==> src/rtl/cpu_datapath_pkg.sv <==
`default_nettype none
// ============================================================================
// Module      : cpu_datapath_pkg
// Description : Widths, depths and control encodings of the accumulator datapath.
// Revision    : 1.0 - initial release
// ============================================================================
package cpu_datapath_pkg;

    localparam int c_data_w    = 8;
    localparam int c_rf_depth  = 8;
    localparam int c_mem_depth = 16;

    typedef logic [1:0] mux_sel_t;
    localparam mux_sel_t c_mux_shift = 2'b00;
    localparam mux_sel_t c_mux_rf    = 2'b01;
    localparam mux_sel_t c_mux_in    = 2'b10;
    localparam mux_sel_t c_mux_mem   = 2'b11;

    typedef logic [2:0] alu_op_t;
    localparam alu_op_t c_alu_pass = 3'b000;
    localparam alu_op_t c_alu_add  = 3'b001;
    localparam alu_op_t c_alu_sub  = 3'b010;
    localparam alu_op_t c_alu_and  = 3'b011;
    localparam alu_op_t c_alu_or   = 3'b100;
    localparam alu_op_t c_alu_not  = 3'b101;
    localparam alu_op_t c_alu_inc  = 3'b110;
    localparam alu_op_t c_alu_dec  = 3'b111;

    typedef logic [1:0] shift_op_t;
    localparam shift_op_t c_sh_none = 2'b00;
    localparam shift_op_t c_sh_shl  = 2'b01;
    localparam shift_op_t c_sh_shr  = 2'b10;
    localparam shift_op_t c_sh_ror  = 2'b11;

endpackage
`default_nettype wire

==> src/rtl/cpu_datapath_alu.sv <==
`default_nettype none
// ============================================================================
// Module      : cpu_datapath_alu
// Description : Combinational 8-bit ALU followed by a post-shifter.
// Revision    : 1.0 - initial release
// ============================================================================
module cpu_datapath_alu
    import cpu_datapath_pkg::*;
(
    input  logic [c_data_w-1:0] i_acc,
    input  logic [c_data_w-1:0] i_rf,
    input  alu_op_t             i_alusel,
    input  shift_op_t           i_shiftsel,
    output logic [c_data_w-1:0] o_result
);

    logic [c_data_w-1:0] w_alu;

    always_comb begin
        w_alu = i_acc;
        case (i_alusel)
            c_alu_pass: w_alu = i_acc;
            c_alu_add:  w_alu = i_acc + i_rf;
            c_alu_sub:  w_alu = i_acc - i_rf;
            c_alu_and:  w_alu = i_acc & i_rf;
            c_alu_or:   w_alu = i_acc | i_rf;
            c_alu_not:  w_alu = ~i_acc;
            c_alu_inc:  w_alu = i_acc + 8'd1;
            c_alu_dec:  w_alu = i_acc - 8'd1;
            default:    w_alu = i_acc;
        endcase
    end

    always_comb begin
        o_result = w_alu;
        case (i_shiftsel)
            c_sh_none: o_result = w_alu;
            c_sh_shl:  o_result = {w_alu[c_data_w-2:0], 1'b0};
            c_sh_shr:  o_result = {1'b0, w_alu[c_data_w-1:1]};
            c_sh_ror:  o_result = {w_alu[0], w_alu[c_data_w-1:1]};
            default:   o_result = w_alu;
        endcase
    end

endmodule
`default_nettype wire

==> src/rtl/cpu_datapath.sv <==
`default_nettype none
// ============================================================================
// Module      : cpu_datapath
// Description : Accumulator datapath: ACC, 8x8 register file, 16x8 data memory
//               (present only when CPU_DATAPATH_MEM_EN is defined), ALU/shifter
//               and output port register, all driven by controller strobes.
// Revision    : 1.0 - initial release
// ============================================================================
module cpu_datapath
    import cpu_datapath_pkg::*;
(
    input  logic                clk_dp,
    input  logic                rst_dp,
    input  logic [1:0]          muxsel_dp,
    input  logic [c_data_w-1:0] imm_dp,
    input  logic [c_data_w-1:0] input_dp,
    input  logic                accwr_dp,
    input  logic [2:0]          rfaddr_dp,
    input  logic [3:0]          mmadr_dp,
    input  logic                mmwr_dp,
    input  logic                rfwr_dp,
    input  logic [2:0]          alusel_dp,
    input  logic [1:0]          shiftsel_dp,
    input  logic                outen_dp,
    output logic                zero_dp,
    output logic                positive_dp,
    output logic [c_data_w-1:0] output_dp
);

    logic [c_data_w-1:0] r_acc;
    logic [c_data_w-1:0] r_out;
    logic [c_data_w-1:0] r_rf [c_rf_depth];
    logic [c_data_w-1:0] w_rf_rd;
    logic [c_data_w-1:0] w_mem_rd;
    logic [c_data_w-1:0] w_shift;
    logic [c_data_w-1:0] w_mux;
    logic                w_unused;

    assign w_rf_rd = r_rf[rfaddr_dp];

    cpu_datapath_alu u_alu (
        .i_acc      (r_acc),
        .i_rf       (w_rf_rd),
        .i_alusel   (alusel_dp),
        .i_shiftsel (shiftsel_dp),
        .o_result   (w_shift)
    );

    always_comb begin
        w_mux = w_shift;
        case (muxsel_dp)
            c_mux_shift: w_mux = w_shift;
            c_mux_rf:    w_mux = w_rf_rd;
            c_mux_in:    w_mux = input_dp;
            c_mux_mem:   w_mux = w_mem_rd;
            default:     w_mux = w_shift;
        endcase
    end

    // Every store samples the pre-edge accumulator, so simultaneous strobes are safe.
    always_ff @(posedge clk_dp) begin
        if (rst_dp) begin
            r_acc <= '0;
            r_out <= '0;
            for (int i = 0; i < c_rf_depth; i++) begin
                r_rf[i] <= '0;
            end
        end else begin
            if (accwr_dp) r_acc <= w_mux;
            if (outen_dp) r_out <= r_acc;
            if (rfwr_dp)  r_rf[rfaddr_dp] <= r_acc;
        end
    end

`ifdef CPU_DATAPATH_MEM_EN
    logic [c_data_w-1:0] r_mem [c_mem_depth];

    always_ff @(posedge clk_dp) begin
        if (rst_dp) begin
            for (int i = 0; i < c_mem_depth; i++) begin
                r_mem[i] <= '0;
            end
        end else if (mmwr_dp) begin
            r_mem[mmadr_dp] <= r_acc;
        end
    end

    assign w_mem_rd = r_mem[mmadr_dp];
    assign w_unused = ^imm_dp;
`else
    assign w_mem_rd = '0;
    assign w_unused = ^{imm_dp, mmadr_dp, mmwr_dp};
`endif

    assign zero_dp     = (r_acc == '0);
    assign positive_dp = !r_acc[c_data_w-1] && (r_acc != '0);
    assign output_dp   = r_out;

endmodule
`default_nettype wire

==> config.mk <==
export PLATFORM = sky130hd
export DESIGN_NAME = cpu_datapath
export DESIGN_NICKNAME = d
export VERILOG_FILES = /design/src/rtl/cpu_datapath_pkg.sv /design/src/rtl/cpu_datapath_alu.sv /design/src/rtl/cpu_datapath.sv
export SDC_FILE = /design/constraint.sdc
export NUM_CORES = 1
export LEC_CHECK = 0
export BUFFER_PORTS_ARGS = -buffer_cell sky130_fd_sc_hd__buf_2
export CAP_MARGIN = 15
export CORE_ASPECT_RATIO = 0.7
export CORE_UTILIZATION = 35
export DETAILED_ROUTE_END_ITERATION = 8
export PLACE_DENSITY = 0.62
export REMOVE_ABC_BUFFERS = 1
export SYNTH_ARGS = -nofsm -noshare
export SYNTH_HDL_FRONTEND = slang
export SYNTH_SLANG_ARGS = --single-unit
==> constraint.sdc <==
create_clock -name clk_dp -period 4.2 [get_ports clk_dp]
set_input_delay 0 -clock clk_dp [delete_from_list [all_inputs] [get_ports clk_dp]]
set_output_delay 0 -clock clk_dp [all_outputs]
set_load 0.05 [all_outputs]
==> results.py, run 1 <==
metrics = {
    "yosys": {
        "synth_cell_types": 69,
        "async_set_or_reset_register_ratio_after_synthesis": 0,
        "ys.flop_type": "edfxtp_1",
        "synth_sequential_area_ratio": 0.439,
        "synth_top_cells_by_area": "edfxtp_1 38%, dfxtp_1 6.3%, and2_1 6.3%, nor2_1 3.8%, mux2i_1 3.7%",
        "count_of_flip_flops_with_a_built_in_enable_after_synthesis": 64,
        "synth_area_leader_cell": "edfxtp_1",
        "top_cell_type_s_share_of_synthesized_area": 0.377,
        "count_of_yosys_warnings_during_synthesis": 0,
        "postSynthRegisterBits": 80,
        "postSynthCellCount": 513,
        "synth.avg_cell_area_um2": 9.95,
        "netlist_area_um2": 5100,
    },
    "cells_and_area": {
        "nets": 618,
        "fillerInstances": 1351,
        "fraction_of_layout_instances_using_a_drive_strength_above_1": 0.329,
        "syn_to_final_growth_pct": 24.0,
        "post-route-cell-area_um2": 6320,
        "n_antenna_cell": 0,
    },
    "critical_path": {
        "timing.critical_path.cells": "mux2_4, mux4_2, inv_2, ha_4, nand3_4, a21oi_1, o32ai_1, o21bai_4, ha_4, buf_4, nor3b_4, o32ai_2, a21o_1, a221oi_2, mux2i_1, mux2_4, a221oi_2, nor3_1",
        "cp.required_ns": 4.40,
        "timing.critical_path.arrival_ns": 4.41,
        "worstSetupPathDepth": 18,
        "setup.worst_path.start": "r_rf[1][1]",
        "timing.critical_path.to_type": "flop",
        "path_depth_of_the_worst_reg2reg_path": 18,
        "startpoint_type": "flop",
        "worstReg2RegStart": "r_rf[1][1]",
        "worstSetupPathType": "reg2reg",
        "critPathSlowestCell": "mux4_2",
        "path_delay_family": "compound AO/OA/AOI/OAI gates",
        "worstPathBufferInverterCount": 2,
        "critPathMaxStageDelay_ns": 0.52,
        "highest_net_fanout_along_the_worst_path": 4,
    },
    "status": {
        "violations": "setup timing",
        "result_of_the_run": "finished, violations left",
    },
    "routing": {
        "routed_wirelength_um": 16200,
        "post_drt_wl_per_cell_um": 21.1,
        "drcViolationCount": 0,
        "dr_total_vias": 4444,
        "detail-route-antenna-nets": 0,
        "drt-initial-drc-count": 558,
        "routed_via_density": 5.79,
        "drt_first_pass_iters": 5,
    },
    "floorplan": {
        "floorplan.rows": 36,
        "pin_count": 46,
        "fp.dieArea_um2": 15100,
        "dieWidth_um": 146,
        "die-height_um": 103,
        "core-area_um2": 14100,
        "initial_util": 0.363,
    },
    "clocking": {
        "numCtsBuffers": 9,
        "clk-insertion-delay-late_ns": 0.34,
        "clock_tree.htree_level_count": 3,
        "cts_tree": "done",
        "ctsLongestPathBuffers": 2,
        "clkSinkCount": 80,
        "clkSlewWorstSetupHoldPaths_ns": 0.07,
        "clockRootBuffer": "clkbuf_16",
        "cts_hold_repair.buffers": 0,
    },
    "hold_path": {
        "holdPathStages": 3,
        "hold_start": "input_dp[0]",
        "hold_class": "in2reg",
    },
    "global_routing": {
        "global_route.overflow_total": 0,
        "maximum_number_of_pins_on_one_net_before_global_route_repair": 27,
        "grt_antenna_before_repair": 0,
        "number_of_global_route_vias_before_repair": 4167,
        "grt_first_pass_wirelength_um": 23900,
        "global_route.usage.total": 0.214,
    },
    "sta": {
        "slew_violations": 0,
        "finClkSkew_ns": 0.00963,
        "setup_viol": 1,
        "final.setup.worst_slack_ns": -0.00412,
        "finalHoldViolCount": 0,
        "fmax_mhz": 238,
        "timing.slew.headroom": 0.290,
        "layout_worst_path_cycle_share": 1.00,
        "final_critical_path_time_including_i_o_delays_and_setup_ns": 4.20,
        "finalSetupTns_ns": -0.00412,
        "tightest_slew_ns": 1.05,
    },
    "power": {
        "ir_drop_mv": 0.189,
        "leakagePower_nw": 2.46,
        "cellPowerDensity_nw_per_um2": 383,
    },
    "placement": {
        "portBuffers": 32,
        "preCtsSetupSlack_ns": -0.148,
        "dpl.hpwl_um": 11200,
        "gp_congestion": 0.914,
        "area_after_detailed_placement_um2": 5640,
    },
    "run": {
        "cap_violations": 0,
    },
}
-- sequential cells by signal (all words and copies together) (netlist names) --
register,flops
output_dp,8
r_acc,8
r_rf,64
-- report_power, final --
group / internal, W / total, W / switching, W
clock network: 0.000415 / 0.000774 / 0.000359
registers: 0.000888 / 0.000919 / 0.0000302
logic: 0.000322 / 0.000728 / 0.000406
-- cell families (layout without fill, tap and decap cells) --
kind of cell	after synthesis	after routing	share of synthesized area
multiplexers	43	43	0.105
AO/OA/AOI/OAI	114	114	0.154
adder cells (fa/ha/maj)	9	9	0.0235
AND/OR/NAND/NOR	208	208	0.217
XOR/XNOR	5	5	0.00858
buffers and inverters	54	119	0.0525
flip-flops	80	80	0.439
-- worst min-delay path, stage by stage --
cell	delay, ns
buf_2	0.10
o211ai_1	0.15
a221oi_1	0.07
-- cells in the final DEF, fill, tap and decap left out, drive strengths merged, types with 6 or more instances in the layout --
master  count
nor2       52
a221oi      8
mux2i      20
ha          8
edfxtp     64
and2       51
nand2      30
o32ai       6
o21ai      31
a21oi      17
or2        10
nand3       9
buf        85
nor3       19
clkbuf      9
mux2       17
dfxtp      16
nand3b      7
mux4        6
inv        22
-- stage by stage --
stage / instances / util / hold slack, ns / total power, W
after floorplan: 477 / - / 0.0724 / 0.00125
after global routing: 768 / 0.450 / 0.0433 / 0.00250
final: 768 / 0.450 / 0.0470 / 0.00242
after detailed placement: 744 / 0.401 / 0.394 / 0.00150
after CTS: 760 / 0.424 / 0.0408 / 0.00227
after global placement: 744 / 0.401 / 0.367 / 0.00149
-- metal layers --
layer | vias up | routed length (um) | global-route usage
met4 | 0 | 224 | 0.0673
met2 | 198 | 6480 | 0.284
met5 | - | 0 | 0
met3 | 16 | 1530 | 0.0695
li1 | 2022 | - | -
met1 | 2208 | 7950 | 0.320
-- worst paths after layout --
check,to,slack (ns)
max,r_acc[4],-0.004
min,r_acc[0],0.05
max reg2reg,r_acc[4],-0.004
min reg2reg,output_dp[3],0.50
-- layout make-up --
| class | count | area, um2 | share of cell area |
|---|---|---|---|
| flip-flops and latches | 80 | 2240 | 0.355 |
| multi-input cells | 379 | 2920 | 0.462 |
| inverters | 18 | 70.1 | 0.0111 |
| clock buffers | 9 | 225 | 0.0356 |
| well taps | 190 | 238 | 0.0376 |
| repair buffers | 85 | 569 | 0.0900 |
| clock inverters | 7 | 60.1 | 0.00950 |
-- what timing repair did --
item | CTS | global route
gates resized for setup | 9 | 72
setup buffers | 0 | 8
pin swaps | 1 | 30
cloned | 0 | 0
endpoints found under the setup margin | 3 | 7
endpoints found under the hold margin | 0 | 0
-- cells in the mapped netlist, drive strengths merged, types with 2 or more instances --
master,instances
a21o,5
nand3b,7
nor2b,5
nor4,4
or3,2
o21bai,2
mux2i,20
dfxtp,16
or4,2
a211oi,3
nor4bb,2
a221oi,8
or2,10
and2,51
nand2,30
ha,8
a211o,2
o311ai,4
a21boi,5
o22ai,3
o211ai,5
o31ai,3
nor3b,3
o21ai,31
nor3,19
a31oi,3
nand2b,2
clkinv,2
o21a,4
clkbuf,21
a21oi,17
mux2,17
xnor2,5
mux4,6
nor2,52
buf,15
edfxtp,64
nor4b,2
or3b,2
inv,16
o32ai,6
nand3,9
a2bb2oi,2
o221ai,2
No activity file was read; power rests on OpenSTA's default activity.
==> run 2: changes to the inputs <==
GPL_ROUTABILITY_DRIVEN = 0   (was default)
SKIP_CTS_REPAIR_TIMING = 1   (was default)
==> run 2 against run 1 <==
  * Routed wire length shrank 3.8%
  * Via count shrank 1.6%
  * Total power shrank 1.1%
  * Final cell count shrank 0.52%
  * Clock skew shrank 0.0017 ns
  * Largest power group unchanged
  * The flow now finishes without violations
==> results.py, run 2 (synthesis results as in run 1) <==
metrics = {
    "critical_path": {
        "path_depth_of_the_worst_reg2reg_path": 18,
        "highest_net_fanout_along_the_worst_path": 4,
        "worstReg2RegStart": "r_rf[0][1]",
        "timing.critical_path.arrival_ns": 4.30,
        "timing.critical_path.to_type": "flop",
        "cp.required_ns": 4.41,
        "worstSetupPathType": "reg2reg",
        "reg2reg_to": "r_acc[4]",
        "r2r_slack_ns": 0.11,
        "startpoint_type": "flop",
    },
    "sta": {
        "layout_worst_path_cycle_share": 0.974,
        "finClkSkew_ns": 0.00797,
        "finalSetupTns_ns": 0,
        "setup_viol": 0,
        "final_critical_path_time_including_i_o_delays_and_setup_ns": 4.09,
        "finalHoldViolCount": 0,
        "timing.slew.headroom": 0.417,
        "fmax_mhz": 244,
        "slew_violations": 0,
        "tightest_slew_ns": 0.863,
    },
    "cells_and_area": {
        "fraction_of_layout_instances_using_a_drive_strength_above_1": 0.293,
        "registers.top_by_ff_count": "r_rf",
        "largest_reg_flops": 64,
        "n_antenna_cell": 0,
        "final_cell_mix": "64 x edfxtp_1, 51 x and2_1, 49 x nor2_1",
        "mostFrequentLayoutCell": "edfxtp_1",
        "nets": 614,
        "finalCoreUtilization": 0.441,
        "layout.cells.non_filler": 764,
        "syn_to_final_growth_pct": 21.5,
    },
    "hold_path": {
        "hold_class": "in2reg",
        "hold_start": "input_dp[0]",
        "whs_endpoint": "r_acc[0]",
        "holdPathStages": 3,
    },
    "clocking": {
        "clockRootBuffer": "clkbuf_16",
        "clock_tree.htree_level_count": 3,
        "numCtsBuffers": 9,
        "clkSlewWorstSetupHoldPaths_ns": 0.07,
        "clk-insertion-delay-late_ns": 0.35,
        "ctsLongestPathBuffers": 2,
        "clkSinkCount": 80,
        "cts_tree": "done",
    },
    "run": {
        "cap_violations": 0,
    },
    "routing": {
        "detail-route-antenna-nets": 0,
        "drcViolationCount": 0,
        "routed_wirelength_um": 15600,
        "post_drt_wl_per_cell_um": 20.4,
        "drt-initial-drc-count": 511,
        "dr_total_vias": 4375,
        "routed_via_density": 5.73,
        "drt_first_pass_iters": 5,
    },
    "global_routing": {
        "global_route.usage.total": 0.208,
        "grt_first_pass_wirelength_um": 23100,
        "number_of_global_route_vias_before_repair": 3899,
        "maximum_number_of_pins_on_one_net_before_global_route_repair": 27,
        "grt_antenna_before_repair": 0,
        "global_route.overflow_total": 0,
    },
    "floorplan": {
        "floorplan.rows": 36,
        "initial_util": 0.363,
        "core-area_um2": 14100,
        "fp.dieArea_um2": 15100,
        "pin_count": 46,
        "dieWidth_um": 146,
        "die-height_um": 103,
    },
    "placement": {
        "dpl.hpwl_um": 10900,
        "portBuffers": 32,
        "dp.cells": 741,
    },
    "power": {
        "leakagePower_nw": 2.42,
        "total_power_w": 0.00239,
        "cellPowerDensity_nw_per_um2": 386,
        "ir_drop_mv": 0.204,
    },
    "status": {
        "result_of_the_run": "completed",
    },
}
==> run 2: layout make-up <==
class | instances | area (um2)
fill | 1350 | 7860
clock buffer | 11 | 264
clock inverter | 5 | 43.8
sequential | 80 | 2240
tap | 190 | 238
multi-input combinational | 379 | 2800
timing repair buffer | 81 | 541
inverter | 18 | 67.6
==> run 2: metal layers <==
layer  vias to the layer above  global-route usage  share of wire
met5                         -                   0              0
met4                         0              0.0665         0.0094
met3                        13              0.0575          0.096
met2                       207               0.267           0.40
met1                      2142               0.325           0.50
li1                       2013                   -              -
==> run 2: per-stage QoR <==
step / setup slack [ns] / cell area (um2) / hold slack, ns
after CTS: -0.303 / 5940 / 0.0229
after global routing: -0.0954 / 6200 / 0.0756
final: 0.110 / 6200 / 0.0333
after detailed placement: -0.270 / 5630 / 0.397
after floorplan: 0.284 / 4900 / 0.0724
after global placement: -0.200 / 5630 / 0.398
==> run 2: how the worst max path moves through the flow <==
| stage | end | startpoint | slack, ns | cells past startpoint |
|---|---|---|---|---|
| 2_1_floorplan | r_acc[4] | r_rf[4][1] | 0.28 | 16 |
| 3_5_place_dp | r_acc[4] | rfaddr_dp[2] | -0.27 | 18 |
| 5_1_grt | r_acc[6] | r_rf[0][1] | -0.1 | 19 |
| 4_1_cts | r_acc[4] | r_rf[4][1] | -0.30 | 17 |
| 3_3_place_gp | r_acc[4] | rfaddr_dp[2] | -0.20 | 18 |
| 6_report | r_acc[4] | r_rf[0][1] | 0.11 | 18 |
==> run 2: critical path, stage by stage, from the launching register on <==
cell and delay (ns):
edfxtp_1 0.36, mux2_4 0.28, mux4_2 0.51, inv_2 0.10
ha_4 0.15, inv_2 0.05, nor2_2 0.13, o21ai_1 0.08
a21boi_1 0.15, o21bai_1 0.20, ha_2 0.35, or2_4 0.25
o22a_1 0.25, a31oi_1 0.20, o22ai_1 0.09, a21o_1 0.22
mux2_4 0.26, a221oi_2 0.24, nor3_2 0.08
==> run 2: where the power goes <==
| group | total, W | switching (W) | internal, W |
|---|---|---|---|
| combinational | 0.000668 | 0.000376 | 0.000292 |
| sequential | 0.000918 | 0.0000290 | 0.000889 |
| clock | 0.000809 | 0.000348 | 0.000460 |
| total | 0.00239 | 0.000753 | 0.00164 |
==> run 3: changes to the inputs <==
BUFFER_PORTS_ARGS = default   (was -buffer_cell sky130_fd_sc_hd__buf_2)
DONT_BUFFER_PORTS = 1   (was default)
PLACE_DENSITY = 0.59   (was 0.62)
TNS_END_PERCENT = 100   (was default)
==> run 3 against run 2 <==
  * The flow now finishes with violations (hold timing)
  * Sequential share of layout area grew 1.6 points
  * Clock power increased by 3.6%
  * Critical endpoint unchanged
  * Global-route usage fell by 0.80 points
  * Final area fell by 4.3%
  * Via count decreased by 3.1%
==> results.py, run 3 (synthesis results as in run 1) <==
metrics = {
    "sta": {
        "finalHoldViolCount": 6,
        "final.setup.worst_slack_ns": 0.147,
        "finClkSkew_ns": 0.00395,
        "timing.slew.headroom": 0.367,
        "slew_violations": 0,
        "hold-worst-slack_ns": -0.265,
        "setup_viol": 0,
        "layout_worst_path_cycle_share": 0.965,
        "fmax_mhz": 247,
        "final_critical_path_time_including_i_o_delays_and_setup_ns": 4.05,
        "tightest_slew_ns": 0.946,
    },
    "power": {
        "leakagePower_nw": 2.23,
        "ir_drop_mv": 0.267,
        "cellPowerDensity_nw_per_um2": 390,
    },
    "floorplan": {
        "core-area_um2": 14100,
        "die-height_um": 103,
        "fp.dieArea_um2": 15100,
        "pin_count": 46,
        "floorplan.rows": 36,
        "initial_util": 0.363,
        "dieWidth_um": 146,
    },
    "placement": {
        "dpl.hpwl_um": 10400,
        "dp.cells": 687,
        "preCtsSetupSlack_ns": -0.0987,
        "portBuffers": 0,
    },
    "cells_and_area": {
        "final_cell_mix": "64 x edfxtp_1, 50 x nor2_1, 50 x and2_1",
        "syn_to_final_growth_pct": 16.3,
        "layout.cells.non_filler": 726,
        "nets": 576,
        "registers.top_by_ff_count": "r_rf",
        "largest_reg_flops": 64,
        "mostFrequentLayoutCell": "edfxtp_1",
        "fraction_of_layout_instances_using_a_drive_strength_above_1": 0.190,
        "fillerInstances": 1353,
        "n_antenna_cell": 0,
    },
    "critical_path": {
        "worstSetupPathType": "reg2reg",
        "timing.critical_path.cells": "mux2_2, mux4_2, inv_2, ha_4, inv_1, o21ai_0, nand2_1, o21ai_0, ha_1, nor2b_1, o21ai_1, nor3b_2, o32ai_1, a21o_1, a221oi_4, mux2i_1, mux2_2, a221oi_1, nor3_1",
        "critPathSlowestCell": "mux4_2",
        "cp.required_ns": 4.43,
        "timing.critical_path.to_type": "flop",
        "startpoint_type": "flop",
        "highest_net_fanout_along_the_worst_path": 4,
        "critPathMaxStageDelay_ns": 0.49,
        "worstSetupPathDepth": 19,
        "path_depth_of_the_worst_reg2reg_path": 19,
        "timing.critical_path.arrival_ns": 4.28,
        "worstPathBufferInverterCount": 2,
        "path_delay_family": "compound AO/OA/AOI/OAI gates",
    },
    "routing": {
        "dr_total_vias": 4241,
        "drt_first_pass_iters": 5,
        "met2_wirelength_um": 6160,
        "routed_via_density": 5.84,
        "wl_met3_um": 1580,
        "post_drt_wl_per_cell_um": 21.0,
        "drcViolationCount": 0,
        "detail_route.wirelength.met1_um": 7280,
        "drt-initial-drc-count": 568,
        "route.top_layer_used": "met4",
        "routed_wirelength_um": 15200,
        "detail-route-antenna-nets": 0,
    },
    "clocking": {
        "clock_tree.htree_level_count": 3,
        "clk-insertion-delay-late_ns": 0.34,
        "clkSlewWorstSetupHoldPaths_ns": 0.06,
        "numCtsBuffers": 9,
        "clkSinkCount": 80,
        "ctsLongestPathBuffers": 2,
        "cts_tree": "done",
        "clockRootBuffer": "clkbuf_16",
    },
    "global_routing": {
        "global_route.overflow_total": 0,
        "maximum_number_of_pins_on_one_net_before_global_route_repair": 34,
        "grt_antenna_before_repair": 0,
        "number_of_global_route_vias_before_repair": 3767,
        "grt_first_pass_wirelength_um": 22200,
        "global_route.usage.total": 0.200,
    },
    "run": {
        "cap_violations": 0,
    },
    "status": {
        "result_of_the_run": "finished, violations left",
        "violations": "hold timing",
    },
    "hold_path": {
        "holdPathStages": 1,
        "hold_class": "in2reg",
    },
}
## run 3: layout make-up
class / instances / area (um2) / share of cell area
clock buffers: 13 / 303 / 0.0510
multi-input cells: 379 / 2690 / 0.454
flip-flops and latches: 80 / 2240 / 0.378
inverters: 18 / 67.6 / 0.0114
repair buffers: 43 / 365 / 0.0616
well taps: 190 / 238 / 0.0401
clock inverters: 3 / 23.8 / 0.00401
## run 3: per-stage QoR
step | utilization | hold WS [ns] | area (um2) | TNS (ns) | total power, W
after floorplan | - | 0.0724 | 4900 | 0 | 0.00125
final | 0.422 | -0.265 | 5930 | 0 | 0.00231
after CTS | 0.400 | -0.278 | 5620 | -0.197 | 0.00223
after detailed placement | 0.376 | 0.0874 | 5290 | -0.138 | 0.00140
after global routing | 0.422 | -0.282 | 5930 | -0.240 | 0.00239
after global placement | 0.376 | 0.0852 | 5290 | -0.126 | 0.00140
## run 3: path summary, 6_finish.rpt
path	start	end	slack, ns
min	rst_dp	r_acc[4]	-0.26
max	r_rf[4][1]	r_acc[4]	0.15
max reg2reg	r_rf[4][1]	r_acc[4]	0.15
min reg2reg	r_acc[4]	r_acc[4]	0.71
## run 3: report_power, final
group,total (W),internal (W),switching [W]
clock network,0.000838,0.000510,0.000328
registers,0.000920,0.000889,0.0000313
logic,0.000554,0.000242,0.000312
## run 3: routing by layer
metal,global-route usage,vias up
met1,0.299,2086
li1,-,1936
met4,0.0513,0
met3,0.0584,19
met5,0,-
met2,0.277,200
